## src/rtl/fp_normalizer_seq.sv

```systemverilog
// Iterative post-add normalizer: shifts the raw adder sum left one bit per clock back to IEEE-754 single form.
// Optional tie-to-even rounding on the carry right shift is enabled by defining FP_NORM_ROUND_EN.
package fp_pkg;
  localparam int EXP_W  = 8;
  localparam int FRAC_W = 23;

  typedef struct packed {
    logic              sign;
    logic [EXP_W-1:0]  exp;
    logic [FRAC_W-1:0] frac;
  } float;
endpackage

module fp_normalizer_seq #(
  parameter int EXP_W  = 8,
  parameter int FRAC_W = 23
) (
  input  logic              clk,
  input  logic              reset,
  input  logic              in_valid,
  output logic              in_ready,
  input  logic              in_sign,
  input  logic [EXP_W-1:0]  in_exp,
  input  logic [FRAC_W+1:0] in_mant,
  output logic              out_valid,
  input  logic              out_ready,
  output fp_pkg::float      out_fp,
  output logic              out_ovf,
  output logic              out_unf,
  output logic              out_zero
);

  localparam int MW = FRAC_W + 2;
  localparam logic [EXP_W:0] EXP_MAX = {1'b0, {EXP_W{1'b1}}};
  localparam logic [EXP_W:0] EXP_ONE = {{EXP_W{1'b0}}, 1'b1};
  localparam logic [EXP_W:0] EXP_TWO = {{(EXP_W-1){1'b0}}, 2'b10};

  typedef enum logic [1:0] {IDLE, EVAL, SHIFT, DONE} state_t;

  state_t         state_q, state_d;
  logic           sign_q, sign_d;
  logic [EXP_W:0] exp_q, exp_d;
  logic [MW-1:0]  mant_q, mant_d;
  logic           ovf_q, ovf_d;
  logic           unf_q, unf_d;
  logic           zero_q, zero_d;
  logic           out_valid_q, out_valid_d;
  fp_pkg::float   out_fp_q, out_fp_d;
  logic           out_ovf_q, out_ovf_d;
  logic           out_unf_q, out_unf_d;
  logic           out_zero_q, out_zero_d;

  // Carry right shift result (mant_rs, exp_rs) and single left shift step.
  logic [MW-1:0]  mant_rs;
  logic [EXP_W:0] exp_rs;
  logic [MW-1:0]  mant_sh;
  logic [EXP_W:0] exp_sh;

  assign mant_sh = mant_q << 1;
  assign exp_sh  = exp_q - EXP_ONE;

`ifdef FP_NORM_ROUND_EN
  logic [MW-1:0] mant_half;
  logic [MW-1:0] mant_rnd;

  assign mant_half = mant_q >> 1;
  assign mant_rnd  = mant_half + {{(MW-1){1'b0}}, mant_q[0] & mant_half[0]};

  always_comb begin
    if (mant_rnd[MW-1]) begin
      mant_rs = mant_rnd >> 1;
      exp_rs  = exp_q + EXP_TWO;
    end else begin
      mant_rs = mant_rnd;
      exp_rs  = exp_q + EXP_ONE;
    end
  end
`else
  assign mant_rs = mant_q >> 1;
  assign exp_rs  = exp_q + EXP_ONE;
`endif

  always_comb begin
    state_d     = state_q;
    sign_d      = sign_q;
    exp_d       = exp_q;
    mant_d      = mant_q;
    ovf_d       = ovf_q;
    unf_d       = unf_q;
    zero_d      = zero_q;
    out_valid_d = out_valid_q;
    out_fp_d    = out_fp_q;
    out_ovf_d   = out_ovf_q;
    out_unf_d   = out_unf_q;
    out_zero_d  = out_zero_q;

    case (state_q)
      IDLE: begin
        if (in_valid) begin
          sign_d     = in_sign;
          exp_d      = {1'b0, in_exp};
          mant_d     = in_mant;
          ovf_d      = 1'b0;
          unf_d      = 1'b0;
          zero_d     = 1'b0;
          out_ovf_d  = 1'b0;
          out_unf_d  = 1'b0;
          out_zero_d = 1'b0;
          state_d    = EVAL;
        end
      end
      EVAL: begin
        state_d = DONE;
        if (exp_q == EXP_MAX) begin
          state_d = DONE;
        end else if (mant_q == '0) begin
          exp_d  = '0;
          zero_d = 1'b1;
        end else if (mant_q[MW-1]) begin
          if (exp_rs >= EXP_MAX) begin
            exp_d  = EXP_MAX;
            mant_d = {mant_rs[MW-1:FRAC_W], {FRAC_W{1'b0}}};
            ovf_d  = 1'b1;
          end else begin
            exp_d  = exp_rs;
            mant_d = mant_rs;
          end
        end else if (mant_q[FRAC_W]) begin
          state_d = DONE;
        end else if (exp_q <= EXP_ONE) begin
          exp_d = '0;
          unf_d = 1'b1;
        end else begin
          state_d = SHIFT;
        end
      end
      SHIFT: begin
        mant_d = mant_sh;
        exp_d  = exp_sh;
        if (mant_sh[FRAC_W]) begin
          state_d = DONE;
        end else if (exp_sh == EXP_ONE) begin
          exp_d   = '0;
          unf_d   = 1'b1;
          state_d = DONE;
        end
      end
      DONE: begin
        // First DONE cycle loads the output register; handshake only once it is visible.
        if (!out_valid_q) begin
          out_valid_d   = 1'b1;
          out_fp_d.sign = sign_q;
          out_fp_d.exp  = exp_q[EXP_W-1:0];
          out_fp_d.frac = mant_q[FRAC_W-1:0];
          out_ovf_d     = ovf_q;
          out_unf_d     = unf_q;
          out_zero_d    = zero_q;
        end else if (out_ready) begin
          out_valid_d = 1'b0;
          state_d     = IDLE;
        end
      end
      default: state_d = IDLE;
    endcase
  end

  always_ff @(posedge clk) begin
    if (reset) begin
      state_q     <= IDLE;
      sign_q      <= 1'b0;
      exp_q       <= '0;
      mant_q      <= '0;
      ovf_q       <= 1'b0;
      unf_q       <= 1'b0;
      zero_q      <= 1'b0;
      out_valid_q <= 1'b0;
      out_fp_q    <= '0;
      out_ovf_q   <= 1'b0;
      out_unf_q   <= 1'b0;
      out_zero_q  <= 1'b0;
    end else begin
      state_q     <= state_d;
      sign_q      <= sign_d;
      exp_q       <= exp_d;
      mant_q      <= mant_d;
      ovf_q       <= ovf_d;
      unf_q       <= unf_d;
      zero_q      <= zero_d;
      out_valid_q <= out_valid_d;
      out_fp_q    <= out_fp_d;
      out_ovf_q   <= out_ovf_d;
      out_unf_q   <= out_unf_d;
      out_zero_q  <= out_zero_d;
    end
  end

  assign in_ready  = (state_q == IDLE);
  assign out_valid = out_valid_q;
  assign out_fp    = out_fp_q;
  assign out_ovf   = out_ovf_q;
  assign out_unf   = out_unf_q;
  assign out_zero  = out_zero_q;

endmodule

```

## config.mk

```make
export PLATFORM = sky130hd
export DESIGN_NAME = fp_normalizer_seq
export DESIGN_NICKNAME = d
export VERILOG_FILES = /design/src/rtl/fp_normalizer_seq.sv
export SDC_FILE = /design/constraint.sdc
export NUM_CORES = 1
export LEC_CHECK = 0
export ABC_AREA = 1
export CAP_MARGIN = 40
export CORE_MARGIN = 8
export CORE_UTILIZATION = 50
export DETAILED_ROUTE_END_ITERATION = 6
export PLACE_DENSITY = 0.76
export SYNTH_ARGS = -nofsm -noshare
export SYNTH_HDL_FRONTEND = slang
export SYNTH_SLANG_ARGS = --single-unit
export TNS_END_PERCENT = 30
```

## constraint.sdc

```tcl
create_clock -name clk -period 5.7 [get_ports clk]
set_input_delay 0.57 -clock clk [delete_from_list [all_inputs] [get_ports clk]]
set_output_delay 0.57 -clock clk [all_outputs]
set_load 0.005 [all_outputs]
```

==> results of run 1 <==
-- state kept, by name (all words and copies together) (netlist names), 2 cells and up --
signal	flops
out_fp	32
mant_q	25
exp_q	9
state_q	2
-- cell usage in the layout (no fill, tap or decap), types with 9 or more instances in the layout --
master	instances
sky130_fd_sc_hd__nand3_2	13
sky130_fd_sc_hd__ha_1	9
sky130_fd_sc_hd__nand3_1	36
sky130_fd_sc_hd__nand2_1	74
sky130_fd_sc_hd__a211oi_1	17
sky130_fd_sc_hd__nand2_2	12
sky130_fd_sc_hd__o21ai_0	60
sky130_fd_sc_hd__nor2_1	65
sky130_fd_sc_hd__dfxtp_1	76
sky130_fd_sc_hd__clkbuf_8	9
sky130_fd_sc_hd__inv_1	48
sky130_fd_sc_hd__a21oi_1	63
sky130_fd_sc_hd__clkdlybuf4s50_1	74
sky130_fd_sc_hd__a21oi_2	13
sky130_fd_sc_hd__a211oi_2	9
sky130_fd_sc_hd__o21ai_1	9
-- per-layer routing --
metal | up-vias | global-route usage | routed length (µm)
met5 | - | 0 | 0
met3 | 19 | 0.0399 | 788
met2 | 141 | 0.323 | 5480
met1 | 1912 | 0.270 | 5610
li1 | 2059 | - | -
met4 | 0 | 0.0704 | 196
-- area by class of cell --
type / count / area, µm²
fill: 755 / 3110
multi-input combinational: 412 / 2300
sequential: 76 / 1520
timing repair buffer: 78 / 811
inverter: 58 / 220
clock buffer: 11 / 131
tap: 105 / 131
clock inverter: 5 / 37.5
-- power groups by stage --
stage	combinational, µW	sequential, µW	clock, µW
after floorplan	1240	804	0
after global placement	1470	870	0
after detailed placement	1540	874	0
after CTS	1550	863	379
after global routing	1730	889	400
final	1560	866	375
-- critical path, delay by kind of cell, from the launching register on --
family	cells	cell delay [ns]
AO/OA/AOI/OAI	3	0.85
adder cells (fa/ha/maj)	2	0.49
buffers and inverters	3	0.49
flip-flops	1	0.38
AND/OR/NAND/NOR	6	0.61
-- kinds of logic (layout without fill, tap and decap cells) --
family,Yosys count,after routing,synth area share
AOI/OAI and AO/OA,177,177,0.251
xor gates and xnor gates,1,1,0.00204
adders and majority gates,9,9,0.0263
buffers and inverters,94,152,0.109
DFF,76,76,0.355
and+or+nand+nor,225,225,0.256
-- per-stage QoR --
step	utilization	total power (µW)	worst slack (ns)
after floorplan	-	2050	3.57
after global placement	0.596	2340	2.88
after detailed placement	0.603	2410	2.81
after CTS	0.624	2790	2.80
after global routing	0.624	3020	2.47
final	0.624	2800	2.74
-- path summary, 6_finish.rpt --
check | start | to | slack (ns) | cells past startpoint
worst max-delay path | exp_q[0]$_SDFFE_PP0P_ | mant_q[3]$_SDFFE_PP0P_ | 2.74 | 14
worst min-delay path | out_unf$_SDFFE_PP0P_ | out_unf$_SDFFE_PP0P_ | 0.47 | 2
worst max register to register | exp_q[0]$_SDFFE_PP0P_ | mant_q[3]$_SDFFE_PP0P_ | 2.74 | 14
worst min register to register | out_unf$_SDFFE_PP0P_ | out_unf$_SDFFE_PP0P_ | 0.47 | 2
==> impl_summary.txt, run 1 <==
----------------------------------------------------
[Status]
  Status ... finished, final reports clean

[Power and ir drop]
  Switching portion of total power ... 0.494
  Static Leakage ... 0.00196 µW
  Largest voltage drop on the vdd net ... 0.289 mV
  Internal cell power ... 1420 µW
  Switching power ... 1390 µW
  Portion of total power attributed to combinational logic ... 0.557
  Power density cells ... ~540 mW/mm²
  Sequential fraction of design power ... 0.309
  Clock power share ... 0.134

[Clock network]
  CTS H-tree depth ... 3
  TritonCTS buffer count ... 9
  CTS max path bufs ... 2
  Count of clock tree sinks ... 76
  Buffer cell driving the clock tree root ... sky130_fd_sc_hd__clkbuf_8
  Hold-fix buffer count after cts ... 0
  Clock latency at the later pin of the worst-skew pair ... 0.35 ns
  Clk pin slew, worst setup/hold paths ... roughly 0.08 ns
  CTS tree ... done
  Buffers inserted during post-CTS setup optimization ... 0
  CTS resizes ... 0

[Place]
  RePlAce Congestion ... between 0.8 and 0.9
  Port Buf Inserts ... 74
  Total half-perimeter wirelength after legalization and detailed placement ... just under 9 mm
  Placed cell areas ... 0.00498 mm²
  # placed instances ... 729

[Yosys]
  List of most frequent post-synthesis cells ... sky130_fd_sc_hd__dfxtp_1 (76), sky130_fd_sc_hd__nand2_1 (74), sky130_fd_sc_hd__nor2_1 (65), sky130_fd_sc_hd__a21oi_1 (63), sky130_fd_sc_hd__o21ai_0 (60)
  Cell count after synthesis ... 582
  Total standard cell area after synthesis ... 0.00428 mm²
  Avg Cell Area, Syn ... roughly 7.4 µm²
  Number of different library cells in the post-synthesis netlist ... 38
  Leading cell type by number of instances after synthesis ... sky130_fd_sc_hd__dfxtp_1
  Library cell with the largest summed area after synthesis ... sky130_fd_sc_hd__dfxtp_1
  Syn. warnings ... 0
  Syn Nets ... 629
  Post-synth EDFFs ... 0
  Primary flip-flop cell chosen by synthesis mapping ... sky130_fd_sc_hd__dfxtp_1
  Async S/R FF share, synth ... 0
  Synthesized flop and latch total ... 76
  Sequential area share after synthesis ... 0.355
  Dominant cells by area after synthesis ... sky130_fd_sc_hd__dfxtp_1 (36%), sky130_fd_sc_hd__a21oi_1 (7.4%), sky130_fd_sc_hd__o21ai_0 (7.0%)
  Top cell type's share of synthesized area ... 0.355

[Timing]
  Minimum clock period ... 2.96 ns
  Setup repair after global routing missed its margin ... false
  Slew margin rel. ... 0.411
  Worst-margin pin slew ... approximately 0.9 ns
  Worst Clk Skew ... about 0.0097 ns
  Setup_tns ... 0 ns
  Number of hold violations in the final report ... 0
  Final setup violation count ... 0
  Pins Over Slew Limit ... 0
  Peak clock frequency supported by timing ... 0.338 GHz
  Hold Slack ... 0.470 ns
  Part of the cycle the worst path needs ... 0.519

[Floorplanning]
  I/O pins ... 75
  Cell Rows ... 33
  Starting utilization of the core area ... 0.519
  Placeable core region ... about 0.0083 mm²
  Width of the die ... 109 µm
  Vert. Die Dim ... 109 µm
  Die outline area ... 0.0118 mm²

[Cells and area]
  NumNets Final ... just under 700
  Area Growth Syn to Fin ... 20.3%
  Final Instance Area ... between 0.005 and 0.006 mm²
  Number of diodes added for antenna fixing ... 0
  Post-route non-filler standard cell count ... 745
  Ratio of cells with drive above 1 in the final layout ... 0.139

[Worst setup path]
  Highest-delay cell along the critical path ... sky130_fd_sc_hd__a21oi_4
  Arr. time, crit path ... 3.18 ns
  Crit-path cells ... ha_1, nand2_2, inv_2, nand2_1, nor2_1, ha_1, nand2_1, nand2_1, nor2_4, inv_2, a21oi_4, inv_2, a211oi_1, a21oi_1
  Delay contributed by the slowest stage of the critical path ... ~0.45 ns
  CP Capture Type ... flop
  Critical path start-end classification ... reg -> reg
  Worst Setup Start Kind ... flop
  Worst Path Max Fanout ... 25
  CP required ... 5.93 ns

[Routing]
  Antenna-violating nets left ... 0
  Mean routed wirelength per cell ... about 16 µm
  Via count ... 4131
  DRC violation total after the first TritonRoute iteration ... 326
  Number of detailed-routing iterations run before antenna repair ... 5
  Routed vias/inst ... 5.54
  DRC Markers ... 0
  Detailed Route WL ... between 10 and 15 mm

[Min path]
  Tightest Hold Check Type ... reg -> reg

[Global route]
  GRT Util Overall ... 0.204
  Pin count of the biggest net entering global routing ... 55
  Wire length of the first global-routing pass ... 19.7 mm
  Number of antenna violations at the first check in global routing ... 0
  Via count of the first global-routing pass ... 3992
  Total global routing overflow ... 0

[Job]
  Max cap viols ... 0

----------------------------------------------------
Note: power is estimated with default switching activity, not from simulation.
==> run 2, diff against run 1 <==
--- a/config.mk
+++ b/config.mk
@@ -8,9 +8,9 @@
 export ABC_AREA = 1
 export CAP_MARGIN = 40
 export CORE_MARGIN = 8
-export CORE_UTILIZATION = 50
+export CORE_UTILIZATION = 48
 export DETAILED_ROUTE_END_ITERATION = 6
-export PLACE_DENSITY = 0.76
+export PLACE_DENSITY = 0.77
 export SYNTH_ARGS = -nofsm -noshare
 export SYNTH_HDL_FRONTEND = slang
 export SYNTH_SLANG_ARGS = --single-unit
==> constraint.sdc (replaced) <==
create_clock -name clk -period 2.6 [get_ports clk]
set_input_delay 0.26 -clock clk [delete_from_list [all_inputs] [get_ports clk]]
set_output_delay 0.26 -clock clk [all_outputs]
set_load 0.005 [all_outputs]
==> impl_summary.txt, run 2 (synthesis results as in run 1) <==
----------------------------------------------------
[Status]
  Status ... finished, final reports clean

[Clock network]
  Buffer cell driving the clock tree root ... sky130_fd_sc_hd__clkbuf_8
  CTS tree ... done
  Count of clock tree sinks ... 76
  Clk pin slew, worst setup/hold paths ... 0.08 ns
  Hold-fix buffer count after cts ... 0
  CTS H-tree depth ... 3
  Clock latency at the later pin of the worst-skew pair ... 0.36 ns
  TritonCTS buffer count ... 9
  CTS max path bufs ... 2

[Floorplanning]
  Placeable core region ... approximately 0.0087 mm²
  Die outline area ... 0.0122 mm²
  I/O pins ... 75
  Width of the die ... about 110 µm
  Starting utilization of the core area ... 0.494
  Cell Rows ... 34
  Vert. Die Dim ... 110 µm

[Place]
  Port Buf Inserts ... 74
  Placed cell areas ... 0.00503 mm²
  Total half-perimeter wirelength after legalization and detailed placement ... 8.75 mm
  # placed instances ... between 700 and 800
  RePlAce Congestion ... 0.894
  DP Worst Slack ... -0.136 ns

[Cells and area]
  Area Growth Syn to Fin ... 22.9%
  Number of flip-flops in the largest register ... 32
  Most common cell after layout, fill and taps aside ... sky130_fd_sc_hd__dfxtp_1
  Post-route non-filler standard cell count ... 761
  Count of fill cells added during filler insertion ... between 700 and 800
  Ratio of cells with drive above 1 in the final layout ... 0.159
  Final Instance Area ... 0.00526 mm²
  Number of diodes added for antenna fixing ... 0
  Most frequent cells in the layout ... sky130_fd_sc_hd__dfxtp_1 (76), sky130_fd_sc_hd__nand2_1 (74), sky130_fd_sc_hd__clkdlybuf4s50_1 (74)
  NumNets Final ... slightly below 700

[Timing]
  Final setup violation count ... 0
  Part of the cycle the worst path needs ... 0.886
  Peak clock frequency supported by timing ... 0.434 GHz
  Minimum clock period ... 2.30 ns
  Number of hold violations in the final report ... 0
  Worst Clk Skew ... 0.0123 ns
  Worst-margin pin slew ... 0.608 ns
  Minimum setup slack in the final design ... ~0.30 ns
  Slew margin rel. ... 0.594
  Setup repair after global routing missed its margin ... false
  Pins Over Slew Limit ... 0

[Routing]
  Antenna-violating nets left ... 0
  Mean routed wirelength per cell ... between 15 and 20 µm
  Routed vias/inst ... 5.51
  DRC violation total after the first TritonRoute iteration ... slightly above 300
  Number of detailed-routing iterations run before antenna repair ... 5
  Via count ... 4192
  Detailed Route WL ... between 10 and 15 mm
  DRC Markers ... 0

[Worst setup path]
  Critical path start-end classification ... reg -> reg
  Highest-delay cell along the critical path ... sky130_fd_sc_hd__dfxtp_1
  Worst Path Max Fanout ... 25
  Worst Setup Start Kind ... flop
  Crit-path cells ... ha_1, nand2_2, inv_2, nand2_1, nor2_1, ha_1, nand2_1, nand2_1, nor2_4, inv_2, a21oi_4, inv_4, a211oi_1, a21oi_1
  Most frequent cell on the critical path ... sky130_fd_sc_hd__nand2_1
  CP required ... about 2.8 ns
  Worst Reg2Reg Path Length in Cells ... 14
  CP Capture Type ... flop
  Delay contributed by the slowest stage of the critical path ... 0.32 ns
  Arr. time, crit path ... 2.54 ns

[Power and ir drop]
  Static Leakage ... 0.00204 µW
  Largest voltage drop on the vdd net ... 0.539 mV
  Total design power ... 6410 µW
  Power density cells ... 1220 mW/mm²

[Global route]
  Total global routing overflow ... 0
  Number of antenna violations at the first check in global routing ... 0
  Pin count of the biggest net entering global routing ... 62
  Via count of the first global-routing pass ... approximately 4200
  GRT Util Overall ... 0.199
  Wire length of the first global-routing pass ... 21.0 mm

[Min path]
  Hold Crit Depth ... 2
  Tightest Hold Check Type ... reg -> reg

[Job]
  Max cap viols ... 0

----------------------------------------------------
==> run 2: changes by cell type in the layout (fill, tap and decap cells not counted), moves of 2 or more <==
cell and change:
sky130_fd_sc_hd__inv_6 +2, sky130_fd_sc_hd__buf_4 +15, sky130_fd_sc_hd__clkbuf_8 +2, sky130_fd_sc_hd__clkbuf_1 -2
==> run 2: layer usage <==
layer  share of wire  GRT usage
met1            0.46      0.258
met2            0.47      0.323
met3           0.056     0.0346
met4           0.018     0.0730
met5               0          0
==> run 2: worst max-delay path: cells and delay by family, from the launching register on <==
kind                       cells  cell delay [ns]
AOI/OAI and AO/OA              3             0.58
and+or+nand+nor                6             0.57
adders and majority gates      2             0.40
DFF                            1             0.32
buffers and inverters          3             0.30
==> run 2: what timing repair did <==
item,in CTS,in global routing
setup endpoints to repair,24,24
gates resized for setup,0,2
gates cloned,1,0
setup buffers,0,1
==> run 2: power by group <==
group / internal, µW / total, µW / switching, µW
Sequential: 1520 / 1790 / 271
Combinational: 1290 / 3620 / 2330
Clock: 507 / 996 / 489
Total: 3320 / 6410 / 3090
==> run 2: layout make-up <==
type / count / area (µm²) / share of cell area
multi-input combinational: 413 / 2310 / 0.439
sequential: 76 / 1520 / 0.289
timing repair buffer: 90 / 861 / 0.164
inverter: 58 / 223 / 0.0423
clock buffer: 11 / 151 / 0.0288
tap: 108 / 135 / 0.0257
clock inverter: 5 / 63.8 / 0.0121
==> run 2: final timing paths <==
check	end	from	slack (ns)
max	mant_q[8]$_SDFFE_PP0P_	exp_q[0]$_SDFFE_PP0P_	0.30
max reg2reg	mant_q[8]$_SDFFE_PP0P_	exp_q[0]$_SDFFE_PP0P_	0.30
min reg2reg	out_ovf$_SDFFE_PP0P_	out_ovf$_SDFFE_PP0P_	0.47
min	out_ovf$_SDFFE_PP0P_	out_ovf$_SDFFE_PP0P_	0.47
==> run 2: stage by stage <==
stage / hold WS, ns / util / setup TNS, ns
final: 0.471 / 0.607 / 0
after floorplan: 0.423 / - / 0
after global routing: 0.489 / 0.607 / 0
after global placement: 0.455 / 0.580 / -0.313
after detailed placement: 0.461 / 0.580 / -2.38
after CTS: 0.474 / 0.605 / 0
==> run 3, diff against run 2 <==
--- a/config.mk
+++ b/config.mk
@@ -8,9 +8,9 @@
 export ABC_AREA = 1
 export CAP_MARGIN = 40
 export CORE_MARGIN = 8
-export CORE_UTILIZATION = 48
+export CORE_UTILIZATION = 45
 export DETAILED_ROUTE_END_ITERATION = 6
-export PLACE_DENSITY = 0.77
+export PLACE_DENSITY = 0.7
 export SYNTH_ARGS = -nofsm -noshare
 export SYNTH_HDL_FRONTEND = slang
 export SYNTH_SLANG_ARGS = --single-unit
==> constraint.sdc (replaced) <==
create_clock -name clk -period 2.2 [get_ports clk]
set_input_delay 0.22 -clock clk [delete_from_list [all_inputs] [get_ports clk]]
set_output_delay 0.22 -clock clk [all_outputs]
set_load 0.005 [all_outputs]
==> impl_summary.txt, run 3 (synthesis results as in run 1) <==
----------------------------------------------------
[Status]
  Status ... finished, final reports clean

[Worst setup path]
  Arr. time, crit path ... 2.37 ns
  Worst R2R End ... mant_q[11]$_SDFFE_PP0P_
  Worst Path Max Fanout ... 23
  Source of the worst register-to-register timing path ... exp_q[0]$_SDFFE_PP0P_
  Highest-delay cell along the critical path ... sky130_fd_sc_hd__dfxtp_1
  CP Capture Type ... flop
  CP required ... 2.49 ns
  Worst setup slack for register-to-register paths ... around 0.12 ns
  Delay contributed by the slowest stage of the critical path ... approximately 0.32 ns
  Critical path start-end classification ... reg -> reg
  Worst Reg2Reg Path Length in Cells ... 14
  Most frequent cell on the critical path ... sky130_fd_sc_hd__nand2_1
  Worst Setup Start Kind ... flop
  Crit-path cells ... ha_1, nand2_2, inv_2, nand2_1, nor2_1, ha_1, nand2_1, nand2_1, nor2_4, inv_2, a21oi_4, buf_6, o21ai_0, a21oi_1

[Power and ir drop]
  Total design power ... 7590 µW
  Static Leakage ... between 0.002 and 0.0025 µW
  Power density cells ... around 1400 mW/mm²
  Largest voltage drop on the vdd net ... 0.740 mV

[Global route]
  Pin count of the biggest net entering global routing ... 62
  Number of antenna violations at the first check in global routing ... 0
  Total global routing overflow ... 0
  GRT Util Overall ... 0.193
  Wire length of the first global-routing pass ... 20.4 mm
  Via count of the first global-routing pass ... 4054

[Routing]
  Routed vias/inst ... around 5.4
  Detailed Route WL ... 12.4 mm
  Via count ... 4230
  Antenna-violating nets left ... 0
  Metal1 wirelength ... 5.66 mm
  Uppermost routed layer ... met4
  Mean routed wirelength per cell ... approximately 16 µm
  DRC violation total after the first TritonRoute iteration ... 259
  DRC Markers ... 0
  Sum of met2 wire segment lengths after detailed routing ... 5.72 mm
  Number of detailed-routing iterations run before antenna repair ... 4
  Total met3 wirelength after detailed routing ... between 800 and 900 µm

[Clock network]
  CTS tree ... done
  Buffer cell driving the clock tree root ... sky130_fd_sc_hd__clkbuf_8
  Clk pin slew, worst setup/hold paths ... 0.09 ns
  Hold-fix buffer count after cts ... 0
  Clock latency at the later pin of the worst-skew pair ... around 0.36 ns
  CTS H-tree depth ... 3
  Count of clock tree sinks ... 76
  TritonCTS buffer count ... 9
  CTS max path bufs ... 2
  Buffers inserted during post-CTS setup optimization ... 0

[Place]
  Total half-perimeter wirelength after legalization and detailed placement ... 8.92 mm
  RePlAce Congestion ... 0.897
  DP Worst Slack ... 0.0654 ns
  # placed instances ... roughly 770
  Port Buf Inserts ... 74

[Cells and area]
  NumNets Final ... 697
  Most frequent cells in the layout ... sky130_fd_sc_hd__dfxtp_1 (76), sky130_fd_sc_hd__nand2_1 (74), sky130_fd_sc_hd__clkdlybuf4s50_1 (74)
  Most common cell after layout, fill and taps aside ... sky130_fd_sc_hd__dfxtp_1
  Count of fill cells added during filler insertion ... 895
  Sequential standard cell area ... 0.00152 mm²
  Multi-input gate area ... 0.00235 mm²
  Number of diodes added for antenna fixing ... 0
  Ratio of cells with drive above 1 in the final layout ... 0.179
  Fraction of the core area covered by cells at the end of the flow ... 0.581
  Number of flip-flops in the largest register ... 32
  Post-route non-filler standard cell count ... 784
  Area Growth Syn to Fin ... 25.2%

[Timing]
  Part of the cycle the worst path needs ... 0.945
  Setup repair after global routing missed its margin ... true
  Minimum clock period ... 2.08 ns
  Slew margin rel. ... 0.711
  Pins Over Slew Limit ... 0
  Peak clock frequency supported by timing ... 0.481 GHz
  Number of hold violations in the final report ... 0
  Worst Clk Skew ... 0.00953 ns
  Final setup violation count ... 0
  Worst-margin pin slew ... 0.434 ns
  Minimum setup slack in the final design ... 0.121 ns

[Job]
  Max cap viols ... 0

[Floorplanning]
  Vert. Die Dim ... 114 µm
  Width of the die ... roughly 110 µm
  Starting utilization of the core area ... 0.464
  Cell Rows ... 35
  Die outline area ... around 0.013 mm²
  I/O pins ... between 70 and 80
  Placeable core region ... 0.00924 mm²

[Min path]
  Worst hold start ... out_zero$_SDFFE_PP0P_
  Tightest Hold Check Type ... reg -> reg
  Hold Crit Depth ... 2
  Hold Crit Endpoint ... out_zero$_SDFFE_PP0P_

----------------------------------------------------
-- run 3: changes by cell type in the layout (fill, tap and decap cells not counted), sizes merged --
cell    previous run  this run
bufinv             1         0
clkbuf            11         9
buf               16        19
clkinv             1         3
a21oi             78        77
inv               60        61
-- run 3: how the worst max path moves through the flow --
| stage | slack [ns] | from | to | depth (start not counted) |
|---|---|---|---|---|
| after detailed placement | 0.07 | exp_q[0]$_SDFFE_PP0P_ | mant_q[14]$_SDFFE_PP0P_ | 14 |
| after CTS | 0.03 | exp_q[0]$_SDFFE_PP0P_ | mant_q[3]$_SDFFE_PP0P_ | 14 |
| after global placement | 0.11 | exp_q[0]$_SDFFE_PP0P_ | mant_q[3]$_SDFFE_PP0P_ | 14 |
| after floorplan | 0.07 | exp_q[0]$_SDFFE_PP0P_ | mant_q[10]$_SDFFE_PP0P_ | 15 |
| after global routing | -0.06 | exp_q[0]$_SDFFE_PP0P_ | mant_q[11]$_SDFFE_PP0P_ | 14 |
| final | 0.12 | exp_q[0]$_SDFFE_PP0P_ | mant_q[11]$_SDFFE_PP0P_ | 14 |
-- run 3: power breakdown --
| group | total [µW] | leakage [µW] | switching [µW] | internal (µW) |
|---|---|---|---|---|
| Combinational | 4480 | 0.00134 | 2810 | 1670 |
| Sequential | 2100 | 0.000623 | 298 | 1800 |
| Clock | 1020 | 0.0000923 | 591 | 426 |
-- run 3: area by class of cell --
| cell class | instances | area share |
|---|---|---|
| clock buffer | 9 | 0.0231 |
| clock inverter | 7 | 0.0103 |
| inverter | 58 | 0.0425 |
| multi-input combinational | 412 | 0.438 |
| sequential | 76 | 0.284 |
| tap | 129 | 0.0301 |
| timing repair buffer | 93 | 0.172 |
-- run 3: per-layer routing --
layer	global-route usage	vias up
met5	0	-
met4	0.0542	0
met3	0.0502	15
met2	0.307	139
met1	0.251	1995
li1	-	2081
-- run 3: per-stage QoR --
step	setup TNS, ns	hold slack (ns)	instance area [µm²]
after floorplan	0	0.383	4280
after global placement	0	0.453	5120
after detailed placement	0	0.457	5120
after CTS	0	0.470	5300
after global routing	-0.350	0.488	5360
final	0	0.468	5360
-- run 3: repair_timing --
action | in CTS | in global routing
endpoints found under the setup margin | 0 | 26
gates resized for setup | 0 | 16
hold endpoints to repair | 0 | 0
-- run 3: critical path, delay by kind of cell, from the launching register on --
family | cells | cell delay (ns)
AO/OA/AOI/OAI | 3 | 0.44
buffers and inverters | 3 | 0.31
adder cells (fa/ha/maj) | 2 | 0.40
AND/OR/NAND/NOR | 6 | 0.53
flip-flops | 1 | 0.32
